### src/rtl/poly_operand_loader_pkg.sv
`default_nettype none
// ----------------------------------------------------------------------------
// poly_mul_pkg: shared types/constants for the polynomial multiplier.
// Rev 1.0
// ----------------------------------------------------------------------------
package poly_mul_pkg;

    typedef enum logic [1:0] {
        LOAD_A = 2'd0,
        LOAD_B = 2'd1,
        OFFER  = 2'd2
    } state_t;

    localparam int DEF_N = 4;
    localparam int DEF_W = 1;

    function automatic int coeff_slice(input int i, input int w = DEF_W);
        return i * w;
    endfunction

endpackage
`default_nettype wire

### src/rtl/poly_operand_loader_if.sv
`default_nettype none
// ----------------------------------------------------------------------------
// poly_operand_loader_if: coefficient stream in, operand pair out.
// Rev 1.0
// ----------------------------------------------------------------------------
interface poly_operand_loader_if #(
    parameter int N = poly_mul_pkg::DEF_N,
    parameter int W = poly_mul_pkg::DEF_W
);
    logic           s_valid;
    logic           s_ready;
    logic [W-1:0]   s_data;
    logic           s_last;
    logic [N*W-1:0] data1;
    logic [N*W-1:0] data0;
    logic           op_valid;
    logic           op_ack;
    logic           frame_err;

    modport master (
        output s_valid, s_data, s_last, op_ack,
        input  s_ready, data1, data0, op_valid, frame_err
    );

    modport slave (
        input  s_valid, s_data, s_last, op_ack,
        output s_ready, data1, data0, op_valid, frame_err
    );
endinterface
`default_nettype wire

### src/rtl/poly_coeff_packer.sv
`default_nettype none
// ----------------------------------------------------------------------------
// poly_coeff_packer: N*W register, indexed W-bit write, parallel load, clear.
// Rev 1.0
// ----------------------------------------------------------------------------
module poly_coeff_packer
    import poly_mul_pkg::*;
#(
    parameter int N  = DEF_N,
    parameter int W  = DEF_W,
    parameter int IW = 2
) (
    input  wire logic           clk,
    input  wire logic           clr,
    input  wire logic           we,
    input  wire logic [IW-1:0]  widx,
    input  wire logic [W-1:0]   wdata,
    input  wire logic           ld,
    input  wire logic [N*W-1:0] ld_data,
    output      logic [N*W-1:0] q
);
    logic [N*W-1:0] r_q;

    always_ff @(negedge clk) begin
        if (clr) begin
            r_q <= '0;
        end else if (ld) begin
            r_q <= ld_data;
        end else if (we) begin
            r_q[coeff_slice(int'(widx), W) +: W] <= wdata;
        end
    end

    assign q = r_q;
endmodule
`default_nettype wire

### src/rtl/poly_operand_loader.sv
`default_nettype none
// ----------------------------------------------------------------------------
// poly_operand_loader: packs a 2N-beat coefficient stream into operands A/B.
// Optional shadow buffer: define POLY_LOADER_DBUF_EN.   Rev 1.0
// ----------------------------------------------------------------------------
module poly_operand_loader
    import poly_mul_pkg::*;
#(
    parameter int N  = DEF_N,
    parameter int W  = DEF_W,
    parameter int CW = $clog2(2*N)
) (
    input wire logic             clk,
    input wire logic             reset,
    poly_operand_loader_if.slave bus
);
    localparam int IW = (N > 1) ? $clog2(N) : 1;
    localparam logic [CW-1:0] c_idx_a_end = CW'(N - 1);
    localparam logic [CW-1:0] c_idx_b0    = CW'(N);
    localparam logic [CW-1:0] c_idx_end   = CW'(2*N - 1);

    state_t         r_state, w_state_nxt;
    logic [CW-1:0]  r_idx, w_idx_nxt;
    logic           r_frame_err, w_frame_err_nxt;
    logic           w_s_ready, w_beat, w_in_b, w_at_end, w_fill_main, w_clr, w_ld;
    logic [IW-1:0]  w_widx;
    logic [N*W-1:0] w_data1, w_data0, w_ld_a, w_ld_b;

    assign w_clr    = ~reset;
    assign w_beat   = bus.s_valid && w_s_ready;
    assign w_in_b   = (r_idx >= c_idx_b0);
    assign w_at_end = (r_idx == c_idx_end);
    assign w_widx   = w_in_b ? IW'(r_idx - c_idx_b0) : IW'(r_idx);
    assign w_fill_main = w_beat && (r_state != OFFER);

`ifdef POLY_LOADER_DBUF_EN
    logic           r_shadow_full, w_shadow_full_nxt;
    logic [N*W-1:0] w_shadow_a, w_shadow_b;

    // While offering, beats go to the shadow until it holds a whole frame.
    assign w_s_ready = reset && ((r_state != OFFER) || (!r_shadow_full && !bus.op_ack));
    assign w_ld      = (r_state == OFFER) && bus.op_ack;
    assign w_ld_a    = w_shadow_a;
    assign w_ld_b    = w_shadow_b;

    poly_coeff_packer #(.N(N), .W(W), .IW(IW)) u_shadow_a (
        .clk(clk), .clr(w_clr), .we(w_beat && !w_fill_main && !w_in_b), .widx(w_widx),
        .wdata(bus.s_data), .ld(1'b0), .ld_data('0), .q(w_shadow_a)
    );
    poly_coeff_packer #(.N(N), .W(W), .IW(IW)) u_shadow_b (
        .clk(clk), .clr(w_clr), .we(w_beat && !w_fill_main && w_in_b), .widx(w_widx),
        .wdata(bus.s_data), .ld(1'b0), .ld_data('0), .q(w_shadow_b)
    );
`else
    assign w_s_ready = reset && (r_state != OFFER);
    assign w_ld      = 1'b0;
    assign w_ld_a    = '0;
    assign w_ld_b    = '0;
`endif

    poly_coeff_packer #(.N(N), .W(W), .IW(IW)) u_pack_a (
        .clk(clk), .clr(w_clr), .we(w_fill_main && !w_in_b), .widx(w_widx),
        .wdata(bus.s_data), .ld(w_ld), .ld_data(w_ld_a), .q(w_data1)
    );
    poly_coeff_packer #(.N(N), .W(W), .IW(IW)) u_pack_b (
        .clk(clk), .clr(w_clr), .we(w_fill_main && w_in_b), .widx(w_widx),
        .wdata(bus.s_data), .ld(w_ld), .ld_data(w_ld_b), .q(w_data0)
    );

    always_ff @(negedge clk) begin
        if (!reset) begin
            r_state     <= LOAD_A;
            r_idx       <= '0;
            r_frame_err <= 1'b0;
`ifdef POLY_LOADER_DBUF_EN
            r_shadow_full <= 1'b0;
`endif
        end else begin
            r_state     <= w_state_nxt;
            r_idx       <= w_idx_nxt;
            r_frame_err <= w_frame_err_nxt;
`ifdef POLY_LOADER_DBUF_EN
            r_shadow_full <= w_shadow_full_nxt;
`endif
        end
    end

    always_comb begin
        w_state_nxt     = r_state;
        w_idx_nxt       = r_idx;
        w_frame_err_nxt = 1'b0;
`ifdef POLY_LOADER_DBUF_EN
        w_shadow_full_nxt = r_shadow_full;
`endif
        // s_last must coincide exactly with the final beat of the frame.
        if (w_beat && (bus.s_last != w_at_end)) begin
            w_frame_err_nxt = 1'b1;
            w_idx_nxt       = '0;
            if (r_state != OFFER) begin
                w_state_nxt = LOAD_A;
            end
        end else if (w_beat && w_at_end) begin
            w_idx_nxt = '0;
            if (r_state != OFFER) begin
                w_state_nxt = OFFER;
            end
`ifdef POLY_LOADER_DBUF_EN
            else begin
                w_shadow_full_nxt = 1'b1;
            end
`endif
        end else if (w_beat) begin
            w_idx_nxt = r_idx + 1'b1;
            if ((r_state == LOAD_A) && (r_idx == c_idx_a_end)) begin
                w_state_nxt = LOAD_B;
            end
        end

        if ((r_state == OFFER) && bus.op_ack) begin
`ifdef POLY_LOADER_DBUF_EN
            if (r_shadow_full) begin
                w_shadow_full_nxt = 1'b0;
            end else begin
                w_state_nxt = w_in_b ? LOAD_B : LOAD_A;
            end
`else
            w_state_nxt = LOAD_A;
`endif
        end
    end

    assign bus.s_ready   = w_s_ready;
    assign bus.data1     = w_data1;
    assign bus.data0     = w_data0;
    assign bus.op_valid  = (r_state == OFFER);
    assign bus.frame_err = r_frame_err;
endmodule
`default_nettype wire

### src/flat_wrapper.sv
// flat-port wrapper written by rule: the top's interface ports become plain ports
module poly_operand_loader_flat import poly_mul_pkg::*;
#(
    parameter int N  = DEF_N,
    parameter int W  = DEF_W,
    parameter int CW = $clog2(2*N)
)
  (clk, reset, bus_s_valid, bus_s_data, bus_s_last, bus_op_ack, bus_s_ready, bus_data1, bus_data0, bus_op_valid, bus_frame_err);
  poly_operand_loader_if #(.N(N), .W(W)) bus_i ();
  input wire logic clk;
  input wire logic reset;
  input wire logic [$bits(bus_i.s_valid)-1:0] bus_s_valid;
  input wire logic [$bits(bus_i.s_data)-1:0] bus_s_data;
  input wire logic [$bits(bus_i.s_last)-1:0] bus_s_last;
  input wire logic [$bits(bus_i.op_ack)-1:0] bus_op_ack;
  output wire logic [$bits(bus_i.s_ready)-1:0] bus_s_ready;
  output wire logic [$bits(bus_i.data1)-1:0] bus_data1;
  output wire logic [$bits(bus_i.data0)-1:0] bus_data0;
  output wire logic [$bits(bus_i.op_valid)-1:0] bus_op_valid;
  output wire logic [$bits(bus_i.frame_err)-1:0] bus_frame_err;
  assign bus_i.s_valid = bus_s_valid;
  assign bus_i.s_data = bus_s_data;
  assign bus_i.s_last = bus_s_last;
  assign bus_i.op_ack = bus_op_ack;
  assign bus_s_ready = bus_i.s_ready;
  assign bus_data1 = bus_i.data1;
  assign bus_data0 = bus_i.data0;
  assign bus_op_valid = bus_i.op_valid;
  assign bus_frame_err = bus_i.frame_err;
  poly_operand_loader #(.N(N), .W(W), .CW(CW)) u_core (.clk(clk), .reset(reset), .bus(bus_i));
endmodule
### config.mk
export PLATFORM = sky130hd
export DESIGN_NAME = poly_operand_loader_flat
export DESIGN_NICKNAME = d
export VERILOG_FILES = /design/src/rtl/poly_operand_loader_pkg.sv /design/src/rtl/poly_operand_loader_if.sv /design/src/rtl/poly_coeff_packer.sv /design/src/rtl/poly_operand_loader.sv /design/src/flat_wrapper.sv
export SDC_FILE = /design/constraint.sdc
export NUM_CORES = 1
export LEC_CHECK = 0
export CORE_ASPECT_RATIO = 0.9
export CORE_UTILIZATION = 23
export DETAILED_ROUTE_END_ITERATION = 12
export SLEW_MARGIN = 20
export SYNTH_ARGS = -nofsm -noshare
export SYNTH_HDL_FRONTEND = slang
export SYNTH_SLANG_ARGS = --single-unit
### constraint.sdc
create_clock -name clk -period 1.5 [get_ports clk]
set_input_delay 0.3 -clock clk [delete_from_list [all_inputs] [get_ports clk]]
set_output_delay 0.3 -clock clk [all_outputs]
set_load 0.1 [all_outputs]
==> impl_metrics.sql, run 1 <==
INSERT INTO impl_metrics (metric_group, metric, value, unit) VALUES
('outcome', 'outcome', 'complete, but fails checks', ''),
('outcome', 'violations', 'negative setup slack', ''),
('power_and_ir_drop', 'leakage', '0.6717', 'nW'),
('power_and_ir_drop', 'net-switching-power', '334.5', 'uW'),
('routing', 'drt_wl_total', '2284', 'um'),
('routing', 'detail_route.vias_per_cell', '4.772', ''),
('routing', 'routed-wl-met3', '130', 'um'),
('floorplanning', 'die_h', '56.96', 'um'),
('floorplanning', 'initial_utilization', '24.79', '%'),
('finish', 'drive_above_1_share', '55.07', '%'),
('critical_path', 'path_class', 'reg2out', ''),
('sta', 'clock_skew', '0.008673', 'ns'),
('critical_path', 'crit_arrival', '1.83', 'ns'),
('sta', 'final-hold-violation-count', '0', ''),
('sta', 'max-slew-margin-rel', '75.33', '%'),
('routing', 'final_antenna_net_count', '0', ''),
('finish', 'nFillCells', '287', ''),
('floorplanning', 'dieWidth', '63.07', 'um'),
('sta', 'rsz0062_at_grt', 'yes', ''),
('job', 'max_cap_viol_count', '0', ''),
('global_routing', 'grt_overflow', '0', ''),
('power_and_ir_drop', 'powerDensity', '658.9', 'mW/mm2'),
('global_routing', 'track_usage', '14.32', '%'),
('sta', 'sum_of_negative_setup_slack', '-4.898', 'ns'),
('routing', 'dr.first_iter.drc_count', '30', ''),
('finish', 'area.sequential', '316.6', 'um2'),
('cts', 'cts_max_path_buffers', '2', ''),
('power_and_ir_drop', 'ir_drop', '270.4', 'uV'),
('critical_path', 'worst-path-max-fanout', '3', ''),
('global_routing', 'grt_pass1_vias', '932', ''),
('finish', 'final_cell_area', '0.001554', 'mm2'),
('placed_design', 'placed_area', '0.001294', 'mm2'),
('finish', 'multi_input_comb_area', '573.1', 'um2'),
('cts', 'tritoncts.num_buffers', '3', ''),
('synth', 'ys_seq_area_share', '36.30', '%'),
('critical_path', 'r2r_slack', '0.06', 'ns'),
('finish', 'areaGrowthSynthToFinish', '101.3', '%'),
('hold_path', 'timing.hold.worst.class', 'reg2reg', ''),
('floorplanning', 'io-pin-count', '17', ''),
('synth', 'yosys_register_bits', '14', ''),
('synth', 'yosys.cell_types.count', '30', ''),
('finish', 'final_nets', '152', ''),
('sta', 'final_max_slew_viol_count', '0', ''),
('placed_design', 'place_inst', '154', ''),
('routing', 'dr_wl_met2', '1120', 'um'),
('sta', 'worst-slew-pin-transition', '0.3696', 'ns'),
('finish', 'n_antenna_cell', '0', ''),
('cts', 'htreeDepth', '1', ''),
('power_and_ir_drop', 'power_frac_clock', '45.7', '%'),
('power_and_ir_drop', 'cellInternalPower', '689.4', 'uW'),
('synth', 'syn-cell-area', '772.0', 'um2'),
('global_routing', 'grt_first_pass_wirelength', '3981', 'um'),
('power_and_ir_drop', 'p_total', '1.024', 'mW'),
('critical_path', 'critical_path.endpoint_type', 'primary output', ''),
('floorplanning', 'core_area', '0.003114', 'mm2'),
('cts', 'cts.reportedPaths.clkPinSlew', '0.04', 'ns'),
('synth', 'synth_warnings', '0', ''),
('sta', 'setup-violations-final', '16', ''),
('routing', 'firstDrtPassIters', '4', ''),
('routing', 'detailroute.via_count', '859', ''),
('power_and_ir_drop', 'power.switching_fraction', '32.67', '%'),
('cts', 'tritoncts', 'built', ''),
('finish', 'instances_no_fill', '180', ''),
('cts', 'hold_buffers', '0', ''),
('routing', 'drc_errors', '0', ''),
('global_routing', 'grt_antenna_before_repair', '0', ''),
('routing', 'top_layer_used', 'met4', ''),
('global_routing', 'largest_net_degree_at_the_start_of_global_routing', '15', ''),
('routing', 'avgRoutedWirePerCell', '12.69', 'um'),
('placed_design', 'preCtsSetupSlack', '-0.9260', 'ns'),
('sta', 'finalWorstSetupSlack', '-0.6312', 'ns');
-- logic make-up after synthesis --
| group | count (synthesis) | share of synthesized area, % |
|---|---|---|
| flip-flops | 14 | 36.30 |
| XOR/XNOR | 1 | 1.135 |
| adder cells (fa/ha/maj) | 7 | 11.34 |
| multiplexers | 3 | 4.052 |
| buffers and inverters | 11 | 6.158 |
| AND/OR/NAND/NOR | 33 | 25.61 |
| AO/OA/AOI/OAI | 17 | 15.40 |
-- stage by stage --
step	util (%)	hold WS (ns)
after global placement	41.54	0.5029
final	49.90	0.5044
after detailed placement	41.54	0.4981
after floorplan	-	0.4924
after global routing	49.90	0.5319
after CTS	49.74	0.5060
-- cells in the mapped netlist --
cell type / n / area (um2)
xnor2_1: 1 / 8.760
buf_4: 1 / 7.510
and2_1: 4 / 25.02
buf_2: 2 / 10.01
a31oi_1: 3 / 18.77
nand4_1: 6 / 37.54
clkbuf_1: 1 / 3.750
nand2b_1: 1 / 6.260
nand4b_1: 1 / 8.760
nor4b_1: 2 / 17.52
a32o_1: 3 / 30.03
nand2_2: 1 / 6.260
mux2_2: 1 / 11.26
inv_2: 1 / 3.750
a21oi_1: 1 / 5.000
dfxtp_1: 14 / 280.3
nand3_1: 4 / 20.02
nor2_1: 1 / 3.750
nor4_1: 1 / 6.260
o21ai_0: 5 / 25.02
nand2_1: 6 / 22.52
nor2b_1: 1 / 6.260
ha_1: 7 / 87.58
mux2i_1: 2 / 20.02
and4_1: 1 / 8.760
inv_1: 6 / 22.52
or4b_4: 1 / 13.76
nor3_1: 3 / 15.01
a21boi_0: 3 / 22.52
a31o_2: 2 / 17.52
-- routing by layer --
| metal | global-route usage, % | up-vias |
|---|---|---|
| met3 | 5.600 | 2 |
| met4 | 7.973 | 0 |
| li1 | - | 417 |
| met2 | 23.81 | 28 |
| met1 | 15.69 | 412 |
| met5 | 0 | - |
-- flip-flops by register name, summed over array words and instances (netlist names) --
register and cells:
u_core.r_state 2, u_core.r_idx 3, u_core.u_pack_a.q 4, u_core.u_pack_b.q 4, u_core.bus.frame_err 1
-- timing repair --
item                       4_1_cts  5_1_grt
setup endpoints to repair       25       22
setup buffers                    7        3
gates cloned                     1        0
pin swaps                       12       10
gates resized for setup         39        7
-- power groups by stage --
stage | combinational [mW] | clock [mW] | sequential (mW)
after detailed placement | 0.147 | 0.0608 | 0.375
after global placement | 0.145 | 0.0608 | 0.375
after floorplan | 0.0753 | 0.0608 | 0.397
after CTS | 0.188 | 0.491 | 0.370
final | 0.185 | 0.468 | 0.371
after global routing | 0.198 | 0.538 | 0.370
-- worst paths after layout --
| check | startpoint | to | cells past startpoint |
|---|---|---|---|
| setup / recovery | u_core.r_state[0]$_SDFFE_NP0P_ | bus_s_ready | 3 |
| hold / removal | u_core.u_pack_a.q[1]$_SDFFE_NN0P_ | u_core.u_pack_a.q[1]$_SDFFE_NN0P_ | 2 |
| setup reg to reg | u_core.r_state[0]$_SDFFE_NP0P_ | u_core.u_pack_b.q[0]$_SDFFE_NN0P_ | 6 |
| hold reg to reg | u_core.u_pack_a.q[1]$_SDFFE_NN0P_ | u_core.u_pack_a.q[1]$_SDFFE_NN0P_ | 2 |
-- worst max-delay path: stages (launching register included) --
cell and delay [ns]:
dfxtp_2 0.31, nand2b_4 0.14, and2_4 0.15, buf_12 0.16
-- cell type report --
type                            instances  area share, %
Multi-Input combinational cell         61          36.88
Timing Repair Buffer                   39          31.32
Sequential cell                        14          20.37
Clock inverter                         15          3.704
Tap cell                               42          3.382
Clock buffer                            3          2.657
Inverter                                6          1.691
Power figures use the tool's default switching activity.
==> inputs of run 2 (changes only) <==
--- a/config.mk
+++ b/config.mk
@@ -8,6 +8,7 @@
 export CORE_ASPECT_RATIO = 0.9
 export CORE_UTILIZATION = 23
 export DETAILED_ROUTE_END_ITERATION = 12
+export SKIP_LAST_GASP = 1
 export SLEW_MARGIN = 20
 export SYNTH_ARGS = -nofsm -noshare
 export SYNTH_HDL_FRONTEND = slang
==> impl_metrics.sql, run 2 (synthesized netlist as in run 1, its figures left out) <==
INSERT INTO impl_metrics (metric_group, metric, value, unit) VALUES
('sta', 'timing.hold.ws', '0.5044', 'ns'),
('sta', 'final-hold-violation-count', '0', ''),
('finish', 'nFillCells', '286', ''),
('critical_path', 'worstPathRequired', '1.20', 'ns'),
('outcome', 'violations', 'negative setup slack', ''),
('power_and_ir_drop', 'leakage', '0.6705', 'nW'),
('placed_design', 'dp_hpwl', '1555', 'um'),
('global_routing', 'grt_pass1_vias', '932', ''),
('routing', 'final_antenna_net_count', '0', ''),
('finish', 'final_nets', '152', ''),
('finish', 'areaGrowthSynthToFinish', '100.8', '%'),
('critical_path', 'crit_path_top_delay_cell', 'dfxtp_2', ''),
('critical_path', 'crit_arrival', '1.83', 'ns'),
('cts', 'cts-root-buf', 'clkbuf_8', ''),
('outcome', 'outcome', 'complete, but fails checks', ''),
('critical_path', 'startpoint_type', 'flip-flop', ''),
('critical_path', 'crit_family', 'flip-flops', ''),
('critical_path', 'cp_cell_sequence', 'nand2b_4, and2_4, buf_12', ''),
('floorplanning', 'initial_utilization', '24.79', '%'),
('sta', 'rsz0062_at_grt', 'yes', ''),
('cts', 'cts_max_path_buffers', '2', ''),
('finish', 'area.sequential', '316.6', 'um2'),
('routing', 'drc_errors', '0', ''),
('cts', 'tritoncts', 'built', ''),
('floorplanning', 'fp.dieArea', '0.003592', 'mm2'),
('cts', 'htreeDepth', '1', ''),
('cts', 'cts.reportedPaths.clkPinSlew', '0.04', 'ns'),
('finish', 'n_antenna_cell', '0', ''),
('routing', 'drt_wl_total', '2276', 'um'),
('critical_path', 'cp.buffers_inverters', '1', ''),
('critical_path', 'path_class', 'reg2out', ''),
('power_and_ir_drop', 'ir_drop', '278.3', 'uV'),
('routing', 'detail_route.vias_per_cell', '4.811', ''),
('floorplanning', 'core_area', '0.003114', 'mm2'),
('finish', 'layout.cells.most_common', 'buf_4', ''),
('global_routing', 'largest_net_degree_at_the_start_of_global_routing', '15', ''),
('critical_path', 'critical_path.max_stage_delay', '0.31', 'ns'),
('placed_design', 'number_of_buffers_inserted_by_port_buffering', '16', ''),
('sta', 'worst-slew-pin-transition', '0.3762', 'ns'),
('cts', 'hold_buffers', '0', ''),
('global_routing', 'grt_overflow', '0', ''),
('cts', 'tritoncts.num_buffers', '3', ''),
('sta', 'finalWorstSetupSlack', '-0.6318', 'ns'),
('global_routing', 'grt_first_pass_wirelength', '3988', 'um'),
('sta', 'final_max_slew_viol_count', '0', ''),
('sta', 'clock_skew', '0.007990', 'ns'),
('sta', 'max-slew-margin-rel', '74.89', '%'),
('placed_design', 'placed_area', '0.001294', 'mm2'),
('floorplanning', 'floorplan.rows', '19', ''),
('job', 'max_cap_viol_count', '0', ''),
('routing', 'avgRoutedWirePerCell', '12.64', 'um'),
('floorplanning', 'die_h', '56.96', 'um'),
('finish', 'most_frequent_cells_in_the_layout', 'buf_4, inv_1, buf_12, dfxtp_4', ''),
('routing', 'dr.first_iter.drc_count', '27', ''),
('cts', 'clock-sinks', '14', ''),
('hold_path', 'timing.hold.worst.class', 'reg2reg', ''),
('finish', 'drive_above_1_share', '55.07', '%'),
('finish', 'multi_input_comb_area', '573.1', 'um2'),
('global_routing', 'track_usage', '14.32', '%'),
('floorplanning', 'dieWidth', '63.07', 'um'),
('routing', 'detailroute.via_count', '866', ''),
('critical_path', 'critical_path.endpoint_type', 'primary output', ''),
('routing', 'firstDrtPassIters', '4', ''),
('placed_design', 'preCtsSetupSlack', '-0.9260', 'ns'),
('finish', 'final_cell_area', '0.001550', 'mm2'),
('cts', 'clkLatencyLatePin', '0.32', 'ns'),
('placed_design', 'finalWeightedCongestion', '0.8211', ''),
('power_and_ir_drop', 'powerDensity', '659.0', 'mW/mm2'),
('sta', 'setup-violations-final', '16', ''),
('global_routing', 'grt_antenna_before_repair', '0', ''),
('critical_path', 'worst-path-max-fanout', '3', ''),
('floorplanning', 'io-pin-count', '17', '');
-- run 2: cell counts in the layout (fill, tap and decap cells not counted) --
Identical to the previous run, type by type.
-- run 2: metrics by stage --
stage	TNS [ns]	utilization, %	instances	total power, mW
floorplan	-4.040	-	86	0.5328
global placement	-13.18	41.54	154	0.5812
detailed placement	-13.54	41.54	154	0.5831
CTS	-5.079	49.74	179	1.050
global route	-5.407	49.78	180	1.105
finish	-4.899	49.78	180	1.022
-- run 2: worst register-to-register path, cell delays in order (launching register included) --
cell and delay, ns:
dfxtp_2 0.31, nand2b_4 0.15, buf_4 0.13, buf_4 0.12, buf_4 0.18, and4_1 0.24, a32o_1 0.20
-- run 2: path summary, 6_finish.rpt --
kind / slack [ns] / end / startpoint / cells past startpoint
worst max-delay path: -0.63 / bus_s_ready / u_core.r_state[0]$_SDFFE_NP0P_ / 3
worst max register to register: 0.06 / u_core.u_pack_b.q[0]$_SDFFE_NN0P_ / u_core.r_state[0]$_SDFFE_NP0P_ / 6
worst min register to register: 0.50 / u_core.u_pack_a.q[1]$_SDFFE_NN0P_ / u_core.u_pack_a.q[1]$_SDFFE_NN0P_ / 2
worst min-delay path: 0.50 / u_core.u_pack_a.q[1]$_SDFFE_NN0P_ / u_core.u_pack_a.q[1]$_SDFFE_NN0P_ / 2
-- run 2: where the power goes --
part           internal [mW]  switching (mW)  total, mW
Combinational         0.0907          0.0932      0.184
Sequential             0.366         0.00478      0.371
Clock                  0.232           0.235      0.467
-- run 2: routing by layer --
metal | routed length [um] | global-route usage (%)
met5 | 0 | 0
met4 | 0 | 7.973
met3 | 141 | 5.600
met2 | 1143 | 23.81
met1 | 992 | 15.69
-- run 2: cell type report --
cell class / count / area share (%)
Inverter: 6 / 1.695
Clock inverter: 15 / 3.713
Multi-Input combinational cell: 61 / 36.97
Sequential cell: 14 / 20.42
Tap cell: 42 / 3.390
Clock buffer: 3 / 2.663
Timing Repair Buffer: 39 / 31.15
-- run 2: timing repair --
item	in CTS	in global routing
endpoints found under the setup margin	25	22
resized for setup	39	6
buffers inserted	7	3
pin swaps	11	11
cloned	1	0
==> inputs of run 3 (changes only) <==
--- a/config.mk
+++ b/config.mk
@@ -5,7 +5,6 @@
 export SDC_FILE = /design/constraint.sdc
 export NUM_CORES = 1
 export LEC_CHECK = 0
-export CORE_ASPECT_RATIO = 0.9
 export CORE_UTILIZATION = 23
 export DETAILED_ROUTE_END_ITERATION = 12
 export SKIP_LAST_GASP = 1
==> impl_metrics.sql, run 3 (synthesized netlist as in run 1, its figures left out) <==
INSERT INTO impl_metrics (metric_group, metric, value, unit) VALUES
('cts', 'htreeDepth', '1', ''),
('routing', 'detailroute.via_count', '824', ''),
('cts', 'tritoncts', 'built', ''),
('power_and_ir_drop', 'power.switching_fraction', '35.79', '%'),
('critical_path', 'critPathLaunch', 'u_core.r_state[0]$_SDFFE_NP0P_', ''),
('floorplanning', 'die_h', '59.94', 'um'),
('sta', 'max-slew-margin-rel', '74.31', '%'),
('sta', 'final-hold-violation-count', '0', ''),
('finish', 'most_frequent_cells_in_the_layout', 'buf_4, inv_1, buf_12, dfxtp_4, ha_1', ''),
('floorplanning', 'fp.dieArea', '0.003592', 'mm2'),
('power_and_ir_drop', 'net-switching-power', '326.7', 'uW'),
('finish', 'layout.cells.most_common', 'buf_4', ''),
('critical_path', 'path_class', 'reg2out', ''),
('placed_design', 'preCtsSetupSlack', '-0.9102', 'ns'),
('cts', 'cts.reportedPaths.clkPinSlew', '0.03', 'ns'),
('critical_path', 'crit_family', 'flip-flops', ''),
('global_routing', 'grt_pass1_vias', '878', ''),
('critical_path', 'cp.buffers_inverters', '1', ''),
('power_and_ir_drop', 'cellInternalPower', '586.2', 'uW'),
('cts', 'tritoncts.num_buffers', '3', ''),
('cts', 'cts-root-buf', 'clkbuf_4', ''),
('routing', 'avgRoutedWirePerCell', '11.84', 'um'),
('routing', 'firstDrtPassIters', '4', ''),
('floorplanning', 'floorplan.rows', '20', ''),
('power_and_ir_drop', 'powerDensity', '619.8', 'mW/mm2'),
('finish', 'n_antenna_cell', '0', ''),
('global_routing', 'largest_net_degree_at_the_start_of_global_routing', '12', ''),
('floorplanning', 'dieWidth', '59.94', 'um'),
('global_routing', 'grt_overflow', '0', ''),
('outcome', 'violations', 'negative setup slack', ''),
('placed_design', 'finalWeightedCongestion', '0.8318', ''),
('power_and_ir_drop', 'leakage', '0.6459', 'nW'),
('critical_path', 'crit_path_top_delay_cell', 'dfxtp_2', ''),
('critical_path', 'critical_path.endpoint_type', 'primary output', ''),
('power_and_ir_drop', 'power_frac_clock', '41.5', '%'),
('hold_path', 'min-delay-start', 'u_core.u_pack_a.q[1]$_SDFFE_NN0P_', ''),
('routing', 'drt_wl_total', '2131', 'um'),
('floorplanning', 'io-pin-count', '17', ''),
('outcome', 'outcome', 'complete, but fails checks', ''),
('critical_path', 'critical_path.max_stage_delay', '0.31', 'ns'),
('cts', 'cts_max_path_buffers', '2', ''),
('power_and_ir_drop', 'pwr-share-comb', '18.0', '%'),
('global_routing', 'grt_first_pass_wirelength', '3546', 'um'),
('placed_design', 'dp_hpwl', '1482', 'um'),
('routing', 'drc_errors', '0', ''),
('finish', 'area.sequential', '319.1', 'um2'),
('floorplanning', 'core_area', '0.003128', 'mm2'),
('critical_path', 'regToRegStartpoint', 'u_core.r_idx[0]$_SDFFE_NP0P_', ''),
('placed_design', 'place_inst', '157', ''),
('critical_path', 'worstPathRequired', '1.20', 'ns'),
('placed_design', 'number_of_buffers_inserted_by_port_buffering', '16', ''),
('finish', 'nFillCells', '297', ''),
('global_routing', 'grt_antenna_before_repair', '0', ''),
('finish', 'multi_input_comb_area', '550.5', 'um2'),
('sta', 'final_max_slew_viol_count', '0', ''),
('job', 'max_cap_viol_count', '0', ''),
('cts', 'clkLatencyLatePin', '0.35', 'ns'),
('critical_path', 'worst-path-max-fanout', '3', ''),
('routing', 'detail_route.vias_per_cell', '4.578', ''),
('routing', 'final_antenna_net_count', '0', ''),
('cts', 'clock-sinks', '14', ''),
('finish', 'instances_no_fill', '180', ''),
('sta', 'worst-slew-pin-transition', '0.3848', 'ns'),
('sta', 'sum_of_negative_setup_slack', '-5.073', 'ns'),
('critical_path', 'startpoint_type', 'flip-flop', ''),
('critical_path', 'crit_arrival', '1.87', 'ns'),
('finish', 'final_nets', '150', ''),
('sta', 'clock_skew', '0.008259', 'ns'),
('finish', 'areaGrowthSynthToFinish', '90.76', '%'),
('sta', 'setup-violations-final', '13', ''),
('floorplanning', 'initial_utilization', '24.68', '%'),
('sta', 'rsz0062_at_grt', 'yes', ''),
('critical_path', 'cp_cell_sequence', 'nand2b_4, and2_4, buf_12', ''),
('global_routing', 'track_usage', '13.57', '%'),
('sta', 'finalWorstSetupSlack', '-0.6689', 'ns'),
('power_and_ir_drop', 'p_seq_share', '40.5', '%'),
('finish', 'drive_above_1_share', '53.68', '%'),
('hold_path', 'timing.hold.worst.class', 'reg2reg', ''),
('power_and_ir_drop', 'ir_drop', '239.9', 'uV'),
('routing', 'dr.first_iter.drc_count', '12', '');
run 3: tightest hold or removal path: cells and delay by family (launching register included):
| family | cells | cell delay, ns |
|---|---|---|
| simple gates | 1 | 0.07 |
| mux | 1 | 0.06 |
| flops | 1 | 0.34 |
run 3: power by group through the flow:
stage	registers (mW)	clock network, mW	logic (mW)
2_1_floorplan	0.397	0.0608	0.0753
3_5_place_dp	0.375	0.0608	0.147
4_1_cts	0.369	0.402	0.162
3_3_place_gp	0.375	0.0608	0.145
5_1_grt	0.368	0.445	0.173
6_report	0.369	0.379	0.164
run 3: cell type report:
cell class,count,share of cell area [%]
clock buffers,3,1.529
clock inverters,15,3.908
inverters,6,1.784
multi-input cells,61,37.38
flip-flops and latches,14,21.67
well taps,44,3.738
repair buffers,37,29.99
run 3: final timing paths:
kind | end | slack, ns | cells after the start
hold reg to reg | u_core.u_pack_a.q[1]$_SDFFE_NN0P_ | 0.51 | 2
setup reg to reg | u_core.u_pack_a.q[3]$_SDFFE_NN0P_ | 0.04 | 5
hold / removal | u_core.u_pack_a.q[1]$_SDFFE_NN0P_ | 0.51 | 2
setup / recovery | bus_s_ready | -0.67 | 3
run 3: per-stage QoR:
| stage | power (mW) | hold WS (ns) | instance area (um2) | utilization (%) |
|---|---|---|---|---|
| floorplan | 0.5328 | 0.4924 | 925.9 | - |
| global placement | 0.5811 | 0.5000 | 1304 | 41.68 |
| detailed placement | 0.5829 | 0.5053 | 1304 | 41.68 |
| CTS | 0.9329 | 0.5124 | 1449 | 46.32 |
| global route | 0.9865 | 0.5329 | 1473 | 47.08 |
| finish | 0.9128 | 0.5098 | 1473 | 47.08 |
run 3: layer usage:
metal / up-vias / global-route usage, % / part of all wire [%]
met2: 20 / 21.59 / 47
li1: 416 / - / -
met3: 2 / 5.844 / 5.6
met1: 386 / 15.22 / 47
met4: 0 / 7.309 / 0.42
met5: - / 0 / 0
run 3: what timing repair did:
| action | CTS | global route |
|---|---|---|
| setup buffers | 5 | 1 |
| gates resized for setup | 26 | 9 |
| endpoints found under the setup margin | 25 | 23 |
| endpoints found under the hold margin | 0 | 0 |
| hold buffers | 0 | 0 |
| pin swaps | 6 | 5 |
